**config.mk**
```make
export PLATFORM = sky130hd
export DESIGN_NAME = cus19_multicycle_ctrl
export DESIGN_NICKNAME = d
export VERILOG_FILES = /design/src/rtl/cus19_ctrl_pkg.sv /design/src/rtl/cus19_ctrl_decoder.sv /design/src/rtl/cus19_multicycle_ctrl.sv
export SDC_FILE = /design/constraint.sdc
export NUM_CORES = 1
export LEC_CHECK = 0
export CAP_MARGIN = 30
export CORE_ASPECT_RATIO = 1.2
export CORE_MARGIN = 2
export CORE_UTILIZATION = 40
export CTS_CLUSTER_DIAMETER = 80
export CTS_CLUSTER_SIZE = 14
export DETAILED_ROUTE_END_ITERATION = 6
export DONT_BUFFER_PORTS = 1
export HOLD_SLACK_MARGIN = 0.1
export PLACE_DENSITY = 0.57
export SLEW_MARGIN = 0
export SYNTH_ARGS = -nofsm -noshare
export SYNTH_HDL_FRONTEND = slang
export SYNTH_SLANG_ARGS = --single-unit
```
**constraint.sdc**
```tcl
create_clock -name clk_in -period 3 [get_ports clk_in]
set_input_delay 0.45 -clock clk_in [delete_from_list [all_inputs] [get_ports clk_in]]
set_output_delay 0.45 -clock clk_in [all_outputs]
set_load 0.05 [all_outputs]
```
**src/rtl/cus19_ctrl_pkg.sv**
```systemverilog
// rtl/cus19_ctrl_pkg.sv - opcode/funct codes, state encoding and pc_src codes for the CUS19 multi-cycle control unit
package cus19_ctrl_pkg;

  // Opcode values (compared after resizing to OPC_W)
  localparam int OPC_R   = 0;
  localparam int OPC_M   = 1;
  localparam int OPC_J   = 2;
  localparam int OPC_B   = 3;
  localparam int OPC_S   = 4;
  localparam int OPC_SYS = 7;

  // Funct values within each opcode group (compared after resizing to FUNCT_W)
  localparam int FN_STORE = 0;
  localparam int FN_LOAD  = 1;
  localparam int FN_JUMP  = 0;
  localparam int FN_CALL  = 1;
  localparam int FN_RET   = 2;
  localparam int FN_BEQ   = 0;
  localparam int FN_ENC   = 0;
  localparam int FN_DEC   = 1;
  localparam int FN_HALT  = 0;

  // FSM state encoding, also exported on state_out for debug
  localparam logic [2:0] ST_FETCH  = 3'd0;
  localparam logic [2:0] ST_DECODE = 3'd1;
  localparam logic [2:0] ST_EXEC   = 3'd2;
  localparam logic [2:0] ST_MEM    = 3'd3;
  localparam logic [2:0] ST_CRYPTO = 3'd4;
  localparam logic [2:0] ST_WB     = 3'd5;
  localparam logic [2:0] ST_HALT   = 3'd6;
  localparam logic [2:0] ST_TRAP   = 3'd7;

  // Next-PC source select driven during write-back
  localparam logic [2:0] PC_SRC_INC    = 3'd0;
  localparam logic [2:0] PC_SRC_JUMP   = 3'd1;
  localparam logic [2:0] PC_SRC_CALL   = 3'd2;
  localparam logic [2:0] PC_SRC_RET    = 3'd3;
  localparam logic [2:0] PC_SRC_BRANCH = 3'd4;

  // Instruction class produced by the decoder; CLS_NONE marks an illegal encoding
  typedef enum logic [3:0] {
    CLS_R,
    CLS_STORE,
    CLS_LOAD,
    CLS_JUMP,
    CLS_CALL,
    CLS_RET,
    CLS_BEQ,
    CLS_ENC,
    CLS_DEC,
    CLS_HALT,
    CLS_NONE
  } ins_class_t;

endpackage

```
**src/rtl/cus19_ctrl_decoder.sv**
```systemverilog
// rtl/cus19_ctrl_decoder.sv - combinational opcode/funct classifier with illegal-encoding flag
module cus19_ctrl_decoder
  import cus19_ctrl_pkg::*;
#(
  parameter int OPC_W   = 3,
  parameter int FUNCT_W = 4
) (
  input  logic [OPC_W-1:0]   opcode,
  input  logic [FUNCT_W-1:0] funct,
  output ins_class_t         ins_class,
  output logic               illegal
);

  // Map each legal opcode/funct pair to its class; anything else stays CLS_NONE
  always_comb begin
    ins_class = CLS_NONE;
    if (opcode == OPC_W'(OPC_R)) begin
      ins_class = CLS_R;
    end else if (opcode == OPC_W'(OPC_M)) begin
      if (funct == FUNCT_W'(FN_STORE))     ins_class = CLS_STORE;
      else if (funct == FUNCT_W'(FN_LOAD)) ins_class = CLS_LOAD;
    end else if (opcode == OPC_W'(OPC_J)) begin
      if (funct == FUNCT_W'(FN_JUMP))      ins_class = CLS_JUMP;
      else if (funct == FUNCT_W'(FN_CALL)) ins_class = CLS_CALL;
      else if (funct == FUNCT_W'(FN_RET))  ins_class = CLS_RET;
    end else if (opcode == OPC_W'(OPC_B)) begin
      if (funct == FUNCT_W'(FN_BEQ))       ins_class = CLS_BEQ;
    end else if (opcode == OPC_W'(OPC_S)) begin
      if (funct == FUNCT_W'(FN_ENC))       ins_class = CLS_ENC;
      else if (funct == FUNCT_W'(FN_DEC))  ins_class = CLS_DEC;
    end else if (opcode == OPC_W'(OPC_SYS)) begin
      if (funct == FUNCT_W'(FN_HALT))      ins_class = CLS_HALT;
    end
  end

  assign illegal = (ins_class == CLS_NONE);

endmodule

```
**src/rtl/cus19_multicycle_ctrl.sv**
```systemverilog
// rtl/cus19_multicycle_ctrl.sv - multi-cycle CUS19 control FSM; CUS19_CTRL_TIMEOUT_EN enables wait-state timeout traps
module cus19_multicycle_ctrl
  import cus19_ctrl_pkg::*;
#(
  parameter int OPC_W          = 3,
  parameter int FUNCT_W        = 4,
  parameter int MEM_TIMEOUT    = 15,
  parameter int CRYPTO_TIMEOUT = 255
) (
  input  logic               clk_in,
  input  logic               rst_in,
  input  logic [OPC_W-1:0]   opcode_in,
  input  logic [FUNCT_W-1:0] funct_in,
  input  logic               mem_ready_in,
  input  logic               crypto_done_in,
  input  logic               branch_taken_in,
  output logic               ir_load_out,
  output logic               pc_wr_out,
  output logic [2:0]         pc_src_out,
  output logic               alu_en_out,
  output logic               mem_rd_out,
  output logic               mem_wr_out,
  output logic               reg_wr_out,
  output logic               wr_back_sel_out,
  output logic               branch_en_out,
  output logic               crypto_start_out,
  output logic               mode_enc_dec_out,
  output logic               illegal_op_out,
  output logic               timeout_out,
  output logic               busy_out,
  output logic [2:0]         state_out
);

  logic [2:0]         state_q;
  logic [2:0]         state_d;
  logic [OPC_W-1:0]   opc_q;
  logic [FUNCT_W-1:0] funct_q;
  logic               taken_q;
  logic               crypto_started_q;
  logic               illegal_q;
  logic               timeout_q;
  logic               wait_expired;

  // In DECODE the live instruction bits drive the branch; afterwards the latched copy does
  logic [OPC_W-1:0]   dec_opc;
  logic [FUNCT_W-1:0] dec_funct;
  ins_class_t         cls;
  logic               cls_illegal;

  assign dec_opc   = (state_q == ST_DECODE) ? opcode_in : opc_q;
  assign dec_funct = (state_q == ST_DECODE) ? funct_in  : funct_q;

  cus19_ctrl_decoder #(
    .OPC_W   (OPC_W),
    .FUNCT_W (FUNCT_W)
  ) u_decoder (
    .opcode    (dec_opc),
    .funct     (dec_funct),
    .ins_class (cls),
    .illegal   (cls_illegal)
  );

`ifdef CUS19_CTRL_TIMEOUT_EN
  logic [7:0] wait_cnt_q;
  logic [7:0] wait_limit;

  // The limit-th waiting cycle without a handshake expires; a same-cycle handshake still wins
  assign wait_limit   = (state_q == ST_CRYPTO) ? 8'(CRYPTO_TIMEOUT - 1) : 8'(MEM_TIMEOUT - 1);
  assign wait_expired = (wait_cnt_q == wait_limit);

  // Wait counter restarts on every state change and counts cycles spent in the same state
  always_ff @(posedge clk_in) begin
    if (rst_in)                  wait_cnt_q <= 8'd0;
    else if (state_d != state_q) wait_cnt_q <= 8'd0;
    else                         wait_cnt_q <= wait_cnt_q + 8'd1;
  end

  // Any trap not taken from DECODE comes from an expired wait
  always_ff @(posedge clk_in) begin
    if (rst_in) timeout_q <= 1'b0;
    else        timeout_q <= timeout_q | ((state_d == ST_TRAP) && (state_q != ST_TRAP) && (state_q != ST_DECODE));
  end
`else
  logic unused_timeout_cfg;
  assign unused_timeout_cfg = (MEM_TIMEOUT == 0) ^ (CRYPTO_TIMEOUT == 0);
  assign wait_expired       = 1'b0;
  assign timeout_q          = 1'b0;
`endif

  // Next-state selection
  always_comb begin
    state_d = state_q;
    case (state_q)
      ST_FETCH: begin
        if (mem_ready_in)      state_d = ST_DECODE;
        else if (wait_expired) state_d = ST_TRAP;
      end
      ST_DECODE: begin
        if (cls_illegal) begin
          state_d = ST_TRAP;
        end else begin
          case (cls)
            CLS_LOAD, CLS_STORE: state_d = ST_MEM;
            CLS_ENC, CLS_DEC:    state_d = ST_CRYPTO;
            CLS_HALT:            state_d = ST_HALT;
            default:             state_d = ST_EXEC;
          endcase
        end
      end
      ST_EXEC: state_d = ST_WB;
      ST_MEM: begin
        if (mem_ready_in)      state_d = ST_WB;
        else if (wait_expired) state_d = ST_TRAP;
      end
      ST_CRYPTO: begin
        if (crypto_started_q && crypto_done_in) state_d = ST_WB;
        else if (wait_expired)                  state_d = ST_TRAP;
      end
      ST_WB:   state_d = ST_FETCH;
      default: state_d = state_q;
    endcase
  end

  // State, instruction latch, branch outcome, crypto start tracking and illegal flag
  always_ff @(posedge clk_in) begin
    if (rst_in) begin
      state_q          <= ST_FETCH;
      opc_q            <= '0;
      funct_q          <= '0;
      taken_q          <= 1'b0;
      crypto_started_q <= 1'b0;
      illegal_q        <= 1'b0;
    end else begin
      state_q <= state_d;
      if (state_q == ST_DECODE) begin
        opc_q   <= opcode_in;
        funct_q <= funct_in;
      end
      if (state_q == ST_EXEC) taken_q <= branch_taken_in;
      crypto_started_q <= (state_q == ST_CRYPTO) && (state_d == ST_CRYPTO);
      illegal_q        <= illegal_q | ((state_q == ST_DECODE) && (state_d == ST_TRAP));
    end
  end

  // Moore output decode; everything is forced quiet while reset is held
  always_comb begin
    ir_load_out      = 1'b0;
    pc_wr_out        = 1'b0;
    pc_src_out       = PC_SRC_INC;
    alu_en_out       = 1'b0;
    mem_rd_out       = 1'b0;
    mem_wr_out       = 1'b0;
    reg_wr_out       = 1'b0;
    wr_back_sel_out  = 1'b0;
    branch_en_out    = 1'b0;
    crypto_start_out = 1'b0;
    mode_enc_dec_out = 1'b0;
    if (!rst_in) begin
      case (state_q)
        ST_FETCH: begin
          mem_rd_out  = 1'b1;
          ir_load_out = mem_ready_in;
        end
        ST_EXEC: begin
          alu_en_out    = (cls == CLS_R) || (cls == CLS_BEQ);
          branch_en_out = (cls == CLS_BEQ);
        end
        ST_MEM: begin
          mem_rd_out = (cls == CLS_LOAD);
          mem_wr_out = (cls == CLS_STORE);
        end
        ST_CRYPTO: begin
          crypto_start_out = !crypto_started_q;
          mode_enc_dec_out = (cls == CLS_DEC);
        end
        ST_WB: begin
          pc_wr_out       = 1'b1;
          reg_wr_out      = (cls == CLS_R) || (cls == CLS_LOAD);
          wr_back_sel_out = (cls == CLS_LOAD);
          case (cls)
            CLS_JUMP: pc_src_out = PC_SRC_JUMP;
            CLS_CALL: pc_src_out = PC_SRC_CALL;
            CLS_RET:  pc_src_out = PC_SRC_RET;
            CLS_BEQ:  pc_src_out = taken_q ? PC_SRC_BRANCH : PC_SRC_INC;
            default:  pc_src_out = PC_SRC_INC;
          endcase
        end
        default: ;
      endcase
    end
  end

  assign illegal_op_out = illegal_q & ~rst_in;
  assign timeout_out    = timeout_q & ~rst_in;
  assign busy_out       = rst_in | ~((state_q == ST_HALT) || (state_q == ST_TRAP));
  assign state_out      = rst_in ? ST_FETCH : state_q;

endmodule

```
Word-level counts from Yosys, hierarchy flattened
Cells that the tools add are included.
Storage, ports and cells
  register bits: 13
  input bits: 12
  output and inout bits: 19
  word-level logic and storage cells: 98
Cells by class
  equal/unequal tests: 26
  muxes and demuxes: 48
  bitwise gates (word level): 5
  reduce and logical (&&, ||, !) cells: 13
Operators with widths (count)
  two-way mux 4 bit: 14
  two-way mux 3 bit: 9
  equality test 3 bit, second input constant: 8
  two-way mux 1 bit: 19
  case mux 3 bit (6 select lines): 1
  equality test 4 x 3 -> 1 bit, second input constant: 4
  equality test 3 x 2 -> 1 bit, second input constant: 4
  equality test 4 x 2 -> 1 bit, second input constant: 3
  equality test 4 bit, second input constant: 3
  case mux 3 bit (4 select lines): 1
  case mux 3 bit (3 select lines): 1
  equality test 4 x 1 -> 1 bit, second input constant: 2
  zero test 4 bit: 2
  equality test 3 x 1 -> 1 bit, second input constant: 2
  zero test 3 bit: 2
  two-way mux 2 bit: 2
  OR reduction 2 bit: 2
  logical AND 1 bit: 3
  logical OR 1 bit: 3
  inverter 1 bit: 2
  OR 1 bit: 2
  case mux 1 bit (2 select lines): 1
  bitwise AND 1 bit: 1
  zero test 1 bit: 1

Logic depth before layout (Yosys ltp)
  depth after elaboration: 18
  gate-level depth with buffers: 9
  depth with buffers taken out: 7

Modules after synthesis
From an unflattened synthesis, not the netlist that was laid out.
Second synthesis, totals
  cell total of the unflattened synthesis: 135
  area, all modules: 1054.8 µm²
By module, submodules not included
  cus19_multicycle_ctrl: instances 1, cells each 98, area an instance 829.5 µm², seq. area each 260.2 µm²
  cus19_ctrl_decoder: instances 1, cells each 37, area an instance 225.2 µm², seq. area each 0.0 µm²

Least setup slack after synthesis
OpenSTA, ideal clock, no wires.
  kind: flip-flop to output port
  from: register state_q[2]
  to: output pc_src_out[0]
  data arrival time: 3.659 ns
  required time: 2.550 ns
  slack: -1.109 ns
  cell stages (with the launch flop): 6
  path buffers: 1
  path through: dfxtp_1 -> clkbuf_1 -> nor2b_1 -> nand2_1 -> inv_1 -> nor4bb_1
Between the ends
  cells in the longest elaborated chain, start to end: 14
  elaborated cells between the ends (all ways): 35
  those cells by class: eq/ne (13); mux (20); reduce/logical (2)
Ends and longest elaborated chain
  start, declared: RTL line cus19_multicycle_ctrl.sv:34  | logic [2:0] state_q;
  start signal, assigned: RTL line cus19_multicycle_ctrl.sv:134  | state_q <= state_d;
  equality test 3 x 1 -> 1 bit: RTL line cus19_multicycle_ctrl.sv:50, cus19_multicycle_ctrl.sv:51
  two-way mux 4 bit
  equality test 4 x 1 -> 1 bit / zero test 4 bit (equally long branches)
  two-way mux 2 bit, on equally long branches: RTL line cus19_ctrl_decoder.sv:30, cus19_ctrl_decoder.sv:32
  two-way mux 4 bit, on equally long branches: RTL line cus19_ctrl_decoder.sv:29, cus19_ctrl_decoder.sv:31
  two-way mux 4 bit: RTL line cus19_ctrl_decoder.sv:28  | end else if (opcode == OPC_W'(OPC_S)) begin
  two-way mux 4 bit: RTL line cus19_ctrl_decoder.sv:26  | end else if (opcode == OPC_W'(OPC_B)) begin
  two-way mux 4 bit: RTL line cus19_ctrl_decoder.sv:22  | end else if (opcode == OPC_W'(OPC_J)) begin
  two-way mux 4 bit: RTL line cus19_ctrl_decoder.sv:19  | end else if (opcode == OPC_W'(OPC_M)) begin
  two-way mux 4 bit: RTL line cus19_ctrl_decoder.sv:17  | if (opcode == OPC_W'(OPC_R)) begin
  equality test 4 x 3 -> 1 bit / equality test 4 x 2 -> 1 bit (equally long branches): RTL line cus19_multicycle_ctrl.sv:180  | case (cls)
  case mux 3 bit (4 select lines): RTL line cus19_multicycle_ctrl.sv:180
  two-way mux 3 bit (*): RTL line cus19_multicycle_ctrl.sv:159  | case (state_q)
  two-way mux 3 bit (*): RTL line cus19_multicycle_ctrl.sv:158  | if (!rst_in) begin
  end, declared: RTL line cus19_multicycle_ctrl.sv:19  | output logic [2:0] pc_src_out,
Mark *: on every way between the ends. The rest lies on a longest branch, timed or not.

Worst setup path in the final report
  from: register state_q[0]
  to: output alu_en_out
Between the ends
  cells in the longest elaborated chain, start to end: 14
  elaborated cells between the ends (all ways): 33
  those cells by class: eq/ne (10); mux (19); reduce/logical (4)
Ends and longest elaborated chain
  equality test 3 x 1 -> 1 bit: RTL line cus19_multicycle_ctrl.sv:50, cus19_multicycle_ctrl.sv:51
  two-way mux 4 bit
  equality test 4 x 1 -> 1 bit / zero test 4 bit (equally long branches)
  two-way mux 2 bit, on equally long branches: RTL line cus19_ctrl_decoder.sv:30, cus19_ctrl_decoder.sv:32
  two-way mux 4 bit, on equally long branches: RTL line cus19_ctrl_decoder.sv:29, cus19_ctrl_decoder.sv:31
  two-way mux 4 bit: RTL line cus19_ctrl_decoder.sv:28
  two-way mux 4 bit: RTL line cus19_ctrl_decoder.sv:26
  two-way mux 4 bit: RTL line cus19_ctrl_decoder.sv:22
  two-way mux 4 bit: RTL line cus19_ctrl_decoder.sv:19
  two-way mux 4 bit: RTL line cus19_ctrl_decoder.sv:17
  equality test 4 x 3 -> 1 bit / zero test 4 bit (equally long branches): RTL line cus19_multicycle_ctrl.sv:165  | alu_en_out = (cls == CLS_R) || (cls == CLS_BEQ);
  logical OR 1 bit: RTL line cus19_multicycle_ctrl.sv:165
  two-way mux 1 bit (*): RTL line cus19_multicycle_ctrl.sv:159
  two-way mux 1 bit (*): RTL line cus19_multicycle_ctrl.sv:158
  end, declared: RTL line cus19_multicycle_ctrl.sv:20  | output logic alu_en_out,
Marks and branches as above.

==> run metrics <==
GP Congestion 0.885; Seq/Total Area, Yosys 20.3%; final antenna-violating net count 0; drt wl/cell 16.3 microns; Tcrit/Tclk final 98.3%; #FFs+latches synth 13; CP arrival 2.50 ns; fillcell total 294; count of final hold-check violations 0; post-synthesis cell type count 52; Synth Net Count 194; PnR worst setup slack 0.0498 ns; routed wire length 3.98 mm; fin util 57.5%; vias in the first global route 1,450; Synth area leader dfxtp_1; number of core rows 22; Synth Cell Area 1280 sq um; initial core utilization 42.0%; synth cell count leaders nand2_1, nor2_1, a21oi_1, dfxtp_1; Via-to-Cell Ratio 5.94; pin count of the biggest net entering global routing 19; CTS Root Cell clkbuf_4; Reg clk slew, reported paths 0.09 ns; Slew headroom 40.2%; Pwr Density 695 nW/um^2; grt ovf 0; Hold/Removal Path Class primary input to register; dpl cell area 1560 sq um; FFs w/ async S/R, synth 0%; Primary FF master, synth dfxtp_1; final slew viol count 0; Area Growth Syn to Fin 36.7%; clock buffer depth 2; RSZ-0062 raised after global routing true; # Max-Cap Violations 0; initial DRC count 55; clk_lat worst skew 0.29 ns; Register Area 274 sq um; EDFF count, synth 0; post-synthesis area per instance 7.05 sq um; FMAX 339 MHz; Startpoint Class register; Residual DRC 0; CTS sink cnt 13; overall power 1.22 mW; Tmin final 2.95 ns; DP HPWL 2.74 mm; Least-Margin Pin Slew 0.894 ns; final net count 221; Max VDD drop 0.000433 V; Die ar. 3680 sq um; vias 1,450; Area contributors post-synth dfxtp_1, nand2_1, nor2_1; Gate Count Post-Synth 182; critical path class register to primary output; most common cell in the netlist nand2_1; Die W 55.7 microns; Core ar. 3060 sq um; crit-path max FO 11; multi-input logic area 1040 sq um; DRT Pass-1 Iters 4; Critical Path Sink Type primary output; ant diodes 0; total global-route track usage 22.6%; Hold Slack 0.205 ns; area share of the largest cell type after synthesis 20.3%; DP Worst Slack 0.0906 ns; result of the run complete, no violations; Setup violations, final 0; input/output buffers 0; initial antenna violation count 0; worst clock skew 0.00613 ns; first-pass GRT wire length 6.60 mm; Ys Warns 0; layout cells sized above 1 36.1%; Pleak 0.656 nW; Required @ worst endpoint 2.55 ns; die height 66.1 microns; H-tree levels 1; CTS tree built; Top-Level Pins 31; Design Area, Final 1760 sq um; Inserted Clock Buffers 3
cell type report:
class                   count  area share (%)
clock inverters             1           0.285
inverters                   8            1.71
clock buffers               3            1.28
flip-flops and latches     13            15.6
multi-input cells         147            59.4
well taps                  36            2.57
repair buffers             36            19.1
report_power, final:
group          leakage [nW]  total [mW]  internal [mW]  switching, mW
clock                0.0177       0.116         0.0497         0.0665
combinational         0.529       0.866          0.386          0.480
sequential            0.109       0.238          0.203         0.0341
total                 0.656        1.22          0.639          0.581
sequential cells by signal, summed over array words and instances, names as in the netlist:
register          cells
crypto_started_q      1
funct_q               4
illegal_q             1
opc_q                 3
state_q               3
taken_q               1
worst paths after layout:
path,to,slack [ns],start,depth (start not counted)
min reg2reg,illegal_q,0.50,illegal_q,2
max,alu_en_out,0.05,state_q[0],9
max reg2reg,illegal_q,0.56,state_q[0],9
min,state_q[1],0.21,rst_in,1
per-layer routing:
layer	global-route usage [%]	vias up	part of all wire (%)
li1	-	703	-
met4	11.3	0	2.2
met3	2.74	9	5.2
met2	40.8	56	52
met1	26.3	682	41
met5	0	-	0
cells in the final DEF, fill, tap and decap left out, types with 3 or more instances in the layout:
cell type  synthesis  routed
nor4_4             0       3
mux2i_1            4       3
nor3_1             8       7
nand2b_1           7       7
buf_4              2      28
nor2_1            25      24
inv_1              8       8
nand2_1           26      26
xnor2_1            5       5
buf_6              1       4
dfxtp_1           13       6
o21ai_0            6       6
o22a_1             3       3
dfxtp_2            0       5
clkbuf_4           0       3
a21oi_1           14      14
buf_12             0       4
worst max-delay path, cell delays in order, from the launching register on:
cell and delay, ns:
dfxtp_2 0.36, or3b_4 0.41, buf_6 0.16, or3_4 0.34
nor3_4 0.13, nor3_2 0.09, buf_4 0.15, o22a_1 0.18
nor4_4 0.20, buf_12 0.18
through the flow:
stage          TNS, ns  std cells
2_1_floorplan    -1.87        182
3_3_place_gp         0        229
3_5_place_dp         0        229
4_1_cts        -0.0330        242
5_1_grt         -0.215        244
6_report             0        244
repair_timing:
action / CTS / global route
hold buffers: 0 / 0
pin swaps: 7 / 5
buffers inserted: 9 / 2
gates resized for setup: 15 / 10
setup endpoints to repair: 6 / 8
kinds of logic after synthesis:
family,synth area share (%)
simple gates,39.5
compound gates,25.7
buf+inv,7.70
flops,20.3
xor+xnor,3.41
mux,3.12
other cells,0.292
(Power assumes the default switching activity.)
